==> src/rtl/atomic_counter_bank_if.sv <==
// CSR-style read port of the atomic counter bank.
// Signal names are given from the slave (counter bank) side.
interface atomic_counter_bank_if #(
  parameter int SEL_W = 2,
  parameter int WRD_W = 1,
  parameter int BUS_W = 32
);
  logic             req_i;
  logic             atomic_i;
  logic [SEL_W-1:0] sel_i;
  logic [WRD_W-1:0] word_i;
  logic             ack_o;
  logic             err_o;
  logic [BUS_W-1:0] count_o;

  modport master (output req_i, atomic_i, sel_i, word_i, input ack_o, err_o, count_o);
  modport slave  (input req_i, atomic_i, sel_i, word_i, output ack_o, err_o, count_o);
endinterface

==> src/rtl/atomic_counter_bank.sv <==
// Bank of free-running event counters read word-by-word, with atomic snapshot of upper words.
// Optional macro ATOMIC_CNT_CLR_ON_READ_EN: a legal atomic read also clears the counter.
module acb_lane #(
  parameter int CNT_W = 64,
  parameter int BUS_W = 32
) (
  input  logic                                 clk,
  input  logic                                 reset_n,
  input  logic                                 trig_i,
  input  logic                                 snap_i,
  output logic [CNT_W/BUS_W-1:0][BUS_W-1:0]    wrd_o
);
  localparam int NUM_WORDS = CNT_W / BUS_W;

  logic [CNT_W-1:0] cnt_q, cnt_d;

  always_comb begin
    cnt_d = cnt_q + CNT_W'(trig_i);
`ifdef ATOMIC_CNT_CLR_ON_READ_EN
    // Restart from the concurrent event so it is not lost.
    if (snap_i) cnt_d = CNT_W'(trig_i);
`endif
  end

  always_ff @(posedge clk) begin
    if (!reset_n) cnt_q <= '0;
    else          cnt_q <= cnt_d;
  end

  generate
    if (NUM_WORDS > 1) begin : g_shd
      logic [CNT_W-BUS_W-1:0] shd_q;
      always_ff @(posedge clk) begin
        if (!reset_n)    shd_q <= '0;
        else if (snap_i) shd_q <= cnt_q[CNT_W-1:BUS_W];
      end
      // Word 0 is always live; upper words come only from the snapshot.
      assign wrd_o = {shd_q, cnt_q[BUS_W-1:0]};
    end else begin : g_noshd
      assign wrd_o = cnt_q;
    end
  endgenerate
endmodule

module atomic_counter_bank #(
  parameter int NUM_CNT = 4,
  parameter int CNT_W   = 64,
  parameter int BUS_W   = 32
) (
  input  logic               clk,
  input  logic               reset_n,
  input  logic [NUM_CNT-1:0] trig_i,
  atomic_counter_bank_if.slave bus
);
  localparam int NUM_WORDS = CNT_W / BUS_W;
  localparam int SEL_W     = (NUM_CNT   > 1) ? $clog2(NUM_CNT)   : 1;
  localparam int WRD_W     = (NUM_WORDS > 1) ? $clog2(NUM_WORDS) : 1;
  localparam logic [SEL_W:0] NCNT = (SEL_W+1)'(NUM_CNT);
  localparam logic [WRD_W:0] NWRD = (WRD_W+1)'(NUM_WORDS);

  logic [NUM_CNT-1:0][NUM_WORDS-1:0][BUS_W-1:0] wrd;
  logic [NUM_CNT-1:0]                           snap;
  logic                                         legal;
  logic [BUS_W-1:0]                             rd_d;
  logic                                         ack_q, ack_d, err_q, err_d;
  logic [BUS_W-1:0]                             count_q, count_d;

  for (genvar c = 0; c < NUM_CNT; c++) begin : g_lane
    acb_lane #(.CNT_W(CNT_W), .BUS_W(BUS_W)) u_lane (
      .clk     (clk),
      .reset_n (reset_n),
      .trig_i  (trig_i[c]),
      .snap_i  (snap[c]),
      .wrd_o   (wrd[c])
    );
  end

  always_comb begin
    legal = ({1'b0, bus.sel_i} < NCNT) && ({1'b0, bus.word_i} < NWRD) &&
            !(bus.atomic_i && (bus.word_i != '0));
    rd_d  = '0;
    snap  = '0;
    for (int c = 0; c < NUM_CNT; c++) begin
      if (bus.sel_i == SEL_W'(c)) begin
        for (int w = 0; w < NUM_WORDS; w++)
          if (bus.word_i == WRD_W'(w)) rd_d = wrd[c][w];
        snap[c] = bus.req_i && bus.atomic_i && legal;
      end
    end
    ack_d   = bus.req_i;
    err_d   = bus.req_i && !legal;
    count_d = (bus.req_i && legal) ? rd_d : '0;
  end

  always_ff @(posedge clk) begin
    if (!reset_n) begin
      ack_q   <= 1'b0;
      err_q   <= 1'b0;
      count_q <= '0;
    end else begin
      ack_q   <= ack_d;
      err_q   <= err_d;
      count_q <= count_d;
    end
  end

  assign bus.ack_o   = ack_q;
  assign bus.err_o   = err_q;
  assign bus.count_o = count_q;
endmodule

==> src/flat_wrapper.sv <==
// flat-port wrapper written by rule: the top's interface ports become plain ports
module atomic_counter_bank_flat 
#(
  parameter int NUM_CNT = 4,
  parameter int CNT_W   = 64,
  parameter int BUS_W   = 32
)
  (clk, reset_n, trig_i, bus_req_i, bus_atomic_i, bus_sel_i, bus_word_i, bus_ack_o, bus_err_o, bus_count_o);
  atomic_counter_bank_if #(.SEL_W(2), .WRD_W(1), .BUS_W(BUS_W)) bus_i ();
  input  logic clk;
  input  logic reset_n;
  input  logic [NUM_CNT-1:0] trig_i;
  input wire logic [$bits(bus_i.req_i)-1:0] bus_req_i;
  input wire logic [$bits(bus_i.atomic_i)-1:0] bus_atomic_i;
  input wire logic [$bits(bus_i.sel_i)-1:0] bus_sel_i;
  input wire logic [$bits(bus_i.word_i)-1:0] bus_word_i;
  output wire logic [$bits(bus_i.ack_o)-1:0] bus_ack_o;
  output wire logic [$bits(bus_i.err_o)-1:0] bus_err_o;
  output wire logic [$bits(bus_i.count_o)-1:0] bus_count_o;
  assign bus_i.req_i = bus_req_i;
  assign bus_i.atomic_i = bus_atomic_i;
  assign bus_i.sel_i = bus_sel_i;
  assign bus_i.word_i = bus_word_i;
  assign bus_ack_o = bus_i.ack_o;
  assign bus_err_o = bus_i.err_o;
  assign bus_count_o = bus_i.count_o;
  atomic_counter_bank #(.NUM_CNT(NUM_CNT), .CNT_W(CNT_W), .BUS_W(BUS_W)) u_core (.clk(clk), .reset_n(reset_n), .trig_i(trig_i), .bus(bus_i));
endmodule
==> config.mk <==
export PLATFORM = sky130hd
export DESIGN_NAME = atomic_counter_bank_flat
export DESIGN_NICKNAME = d
export VERILOG_FILES = /design/src/rtl/atomic_counter_bank_if.sv /design/src/rtl/atomic_counter_bank.sv /design/src/flat_wrapper.sv
export SDC_FILE = /design/constraint.sdc
export NUM_CORES = 1
export LEC_CHECK = 0
export ABC_AREA = 1
export CELL_PAD_IN_SITES_DETAIL_PLACEMENT = 0
export CELL_PAD_IN_SITES_GLOBAL_PLACEMENT = 1
export CORE_ASPECT_RATIO = 0.8
export CORE_MARGIN = 5
export CORE_UTILIZATION = 42
export CTS_BUF_LIST = sky130_fd_sc_hd__clkbuf_2 sky130_fd_sc_hd__clkbuf_4 sky130_fd_sc_hd__clkbuf_8
export CTS_CLUSTER_SIZE = 25
export DETAILED_ROUTE_END_ITERATION = 10
export PLACE_DENSITY = 0.8
export SLEW_MARGIN = 20
export SYNTH_ARGS = -nofsm -noshare
export SYNTH_HDL_FRONTEND = slang
export SYNTH_SLANG_ARGS = --single-unit
==> constraint.sdc <==
create_clock -name clk -period 1.72 [get_ports clk]
set_input_delay 0.344 -clock clk [delete_from_list [all_inputs] [get_ports clk]]
set_output_delay 0.344 -clock clk [all_outputs]
set_load 0.005 [all_outputs]
==> flow_summary.ini <==
[run_status]
status = finished, violations left
violations = negative setup slack

[cts]
cts_tree = built
cts_buffers = 74
clockRootBuffer = clkbuf_8
clk_pin_slew_ns = 0.06
clk_latency_ns = 0.67
htreeDepth = 3
clockBufferDepth = 3
cts_sinks = 418

[global_route]
grt_start_max_net_pins = 67
overflow = 0
grt_pass1_vias = 22000
grtUsageTotal_pct = 29.8
grt_pass1_wl_mm = 129
antenna_found_initial = 2

[layout]
fill_cells = 5145
instances_no_fill = 4443
final_core_util_pct = 53.6
postLayoutCellArea_sq_mm = 0.0272
areaGrowthSynthToFinish_pct = 26.6
layout-drive-gt1-share_pct = 18.9
nets = 3726

[synth]
ys_async_sr_fraction_pct = 0
synth-seq-area-share_pct = 38.9
syn_area_per_cell_sq_um = 6.37
yosysWarnings = 0
synth_edf_count = 0
ys.flop_type = dfxtp_1
synth_cell_types = 42
netlist_area_sq_mm = 0.0215
netlist_top_cells_count = nand2_1, nor2_1, dfxtp_1, a21oi_1, o21ai_0
yosysTopAreaCell = dfxtp_1
ys_ff_latch = 418
synth_top_cell_area_share_pct = 38.9
synth_fp_nets = 3394
yosys.cell_count.top_type = nand2_1
synthTopCellsByArea = dfxtp_1, nand2_1, nor2_1
synth_cells = 3375

[timing]
finalHoldViolations = 0
setup_viol = 2
slew_headroom_pct = 33.3
fin_skew_ns = 0.0352
worst_pin_slew_ns = 0.991
grt_setup_unrepaired = yes
slew_violations = 0
period_needed_ns = 1.76
min_period_over_period_pct = 102
setup_slack_ns = -0.0369
max_freq_mhz = 569

[floorplan]
rows = 74
dieArea_sq_mm = 0.0559
coreArea_sq_mm = 0.0508
io_pins = 45
initial_core_util_pct = 42.3
fp.dieH_um = 212
die_x_um = 263

[setup_path]
worstPathRequired_ns = 2.32
arrival_ns = 2.36
worstPathMaxFanout = 24
endpoint_kind = flip-flop
start_kind = input pin
path_class = input pin to flip-flop

[placed_design]
port_buffers = 44
dp_hpwl_mm = 67.8
gp_congestion = 1.00
place_ws_ns = -0.717
place_inst = 4300
dpl_cell_area_sq_mm = 0.0250

[power]
power_leakage_uw = 0.00942
p_per_area_mw_per_mm2 = 764
ir_drop_v = 0.000496

[detailed_routing]
routed_wl_mm = 86.2
drc = 0
vias = 23700
routed_via_density = 5.34
drt_first_pass_iters = 7
routedWlPerCell_um = 19.4
drt_iter0_drc = 2516
detail-route-antenna-nets = 0

[hold_path]
hold_class = input pin to flip-flop

[job]
max_cap_violations = 0
## worst paths after layout
check / from / endpoint / slack, ns / cells past startpoint
worst max register to register: u_core.g_lane[1].u_lane.cnt_q[0]$_SDFF_PN0_ / u_core.g_lane[1].u_lane.cnt_q[52]$_SDFF_PN0_ / 0.01 / 11
worst max-delay path: bus_sel_i[0] / u_core.bus.count_o[10]$_SDFF_PN0_ / -0.04 / 10
worst min-delay path: bus_word_i / u_core.bus.err_o$_SDFF_PN0_ / 0.13 / 4
worst min register to register: u_core.g_lane[0].u_lane.g_shd.shd_q[1]$_SDFFE_PN0P_ / u_core.g_lane[0].u_lane.g_shd.shd_q[1]$_SDFFE_PN0P_ / 0.45 / 2
## metal layers
metal / wire, um / GRT usage [%]
met5: 0 / 0
met4: 2950 / 9.65
met3: 7120 / 6.33
met2: 34900 / 43.4
met1: 41200 / 44.0
## sequential cells by signal, indices dropped and copies added, names as in the netlist
register                          flops
u_core.g_lane.u_lane.cnt_q          256
u_core.g_lane.u_lane.g_shd.shd_q    128
u_core.bus.count_o                   32
u_core.bus.ack_o                      1
u_core.bus.err_o                      1
## cells by family after synthesis
family                   Yosys count  synth area share [%]
AO/OA/AOI/OAI                    766                  18.4
XOR/XNOR                          18                 0.733
adder cells (fa/ha/maj)            8                 0.466
buffers and inverters            392                  7.08
flip-flops                       418                  38.9
AND/OR/NAND/NOR                 1773                  34.4
## where the power goes
part           leakage (uW)  internal, uW  total (uW)  switching (uW)
combinational       0.00521           461        1210             752
sequential          0.00340          9790        9860            68.3
clock              0.000810          5310        9720            4410
total               0.00942         15600       20800            5230
## final cells by class
cell class                      instances  area (sq um)  share of cell area [%]
Antenna cell                            1          2.50                 0.00919
Clock buffer                          107          1390                    5.09
Clock inverter                         20           133                   0.487
Inverter                              283          1070                    3.93
Multi-Input combinational cell       2565         12200                    44.9
Sequential cell                       418          8430                    31.0
Tap cell                              684           856                    3.14
Timing Repair Buffer                  365          3130                    11.5
## cells in the final DEF (no fill, tap or decap), drive strengths merged, types with 2 or more instances in the layout
master	Yosys	layout
nand2	870	870
nor2	707	707
dfxtp	418	418
a21oi	377	377
o21ai	328	328
buf	37	322
inv	283	283
nand3	110	110
clkbuf	72	107
nand4	44	44
dlygate4sd2	0	34
nor3	25	25
xor2	16	16
o22ai	16	16
clkinv	0	16
a31oi	14	14
o211ai	11	11
or2	11	11
clkdlybuf4s50	0	8
ha	8	8
o2111ai	5	5
and3	4	4
o21bai	4	4
a41oi	4	4
o21a	3	3
clkinvlp	0	3
xnor2	2	2
o22a	2	2
## stage by stage
stage	hold slack [ns]	TNS [ns]	power, uW
2_1_floorplan	0.424	0	10600
3_3_place_gp	0.442	-141.68	11200
3_5_place_dp	0.438	-151.29	11200
4_1_cts	0.0867	-0.0161	21000
5_1_grt	0.118	-1.09	21500
6_report	0.134	-0.0445	20800
## repair_timing
action | in CTS | in global routing
endpoints found under the hold margin | 2 | 0
resized for setup | 60 | 179
hold buffers | 1 | 0
setup buffers | 2 | 12
pin swaps | 8 | 55
setup endpoints to repair | 109 | 139
cloned | 0 | 0
## critical path, stage by stage
cell and delay (ns):
clkdlybuf4s50_1 0.47, buf_4 0.18, nor2_2 0.13, buf_12 0.18, o21ai_0 0.14, o22ai_1 0.33, buf_4 0.21, inv_1 0.07
a31oi_1 0.16, buf_4 0.14
No activity file was read; power rests on OpenSTA's default activity.
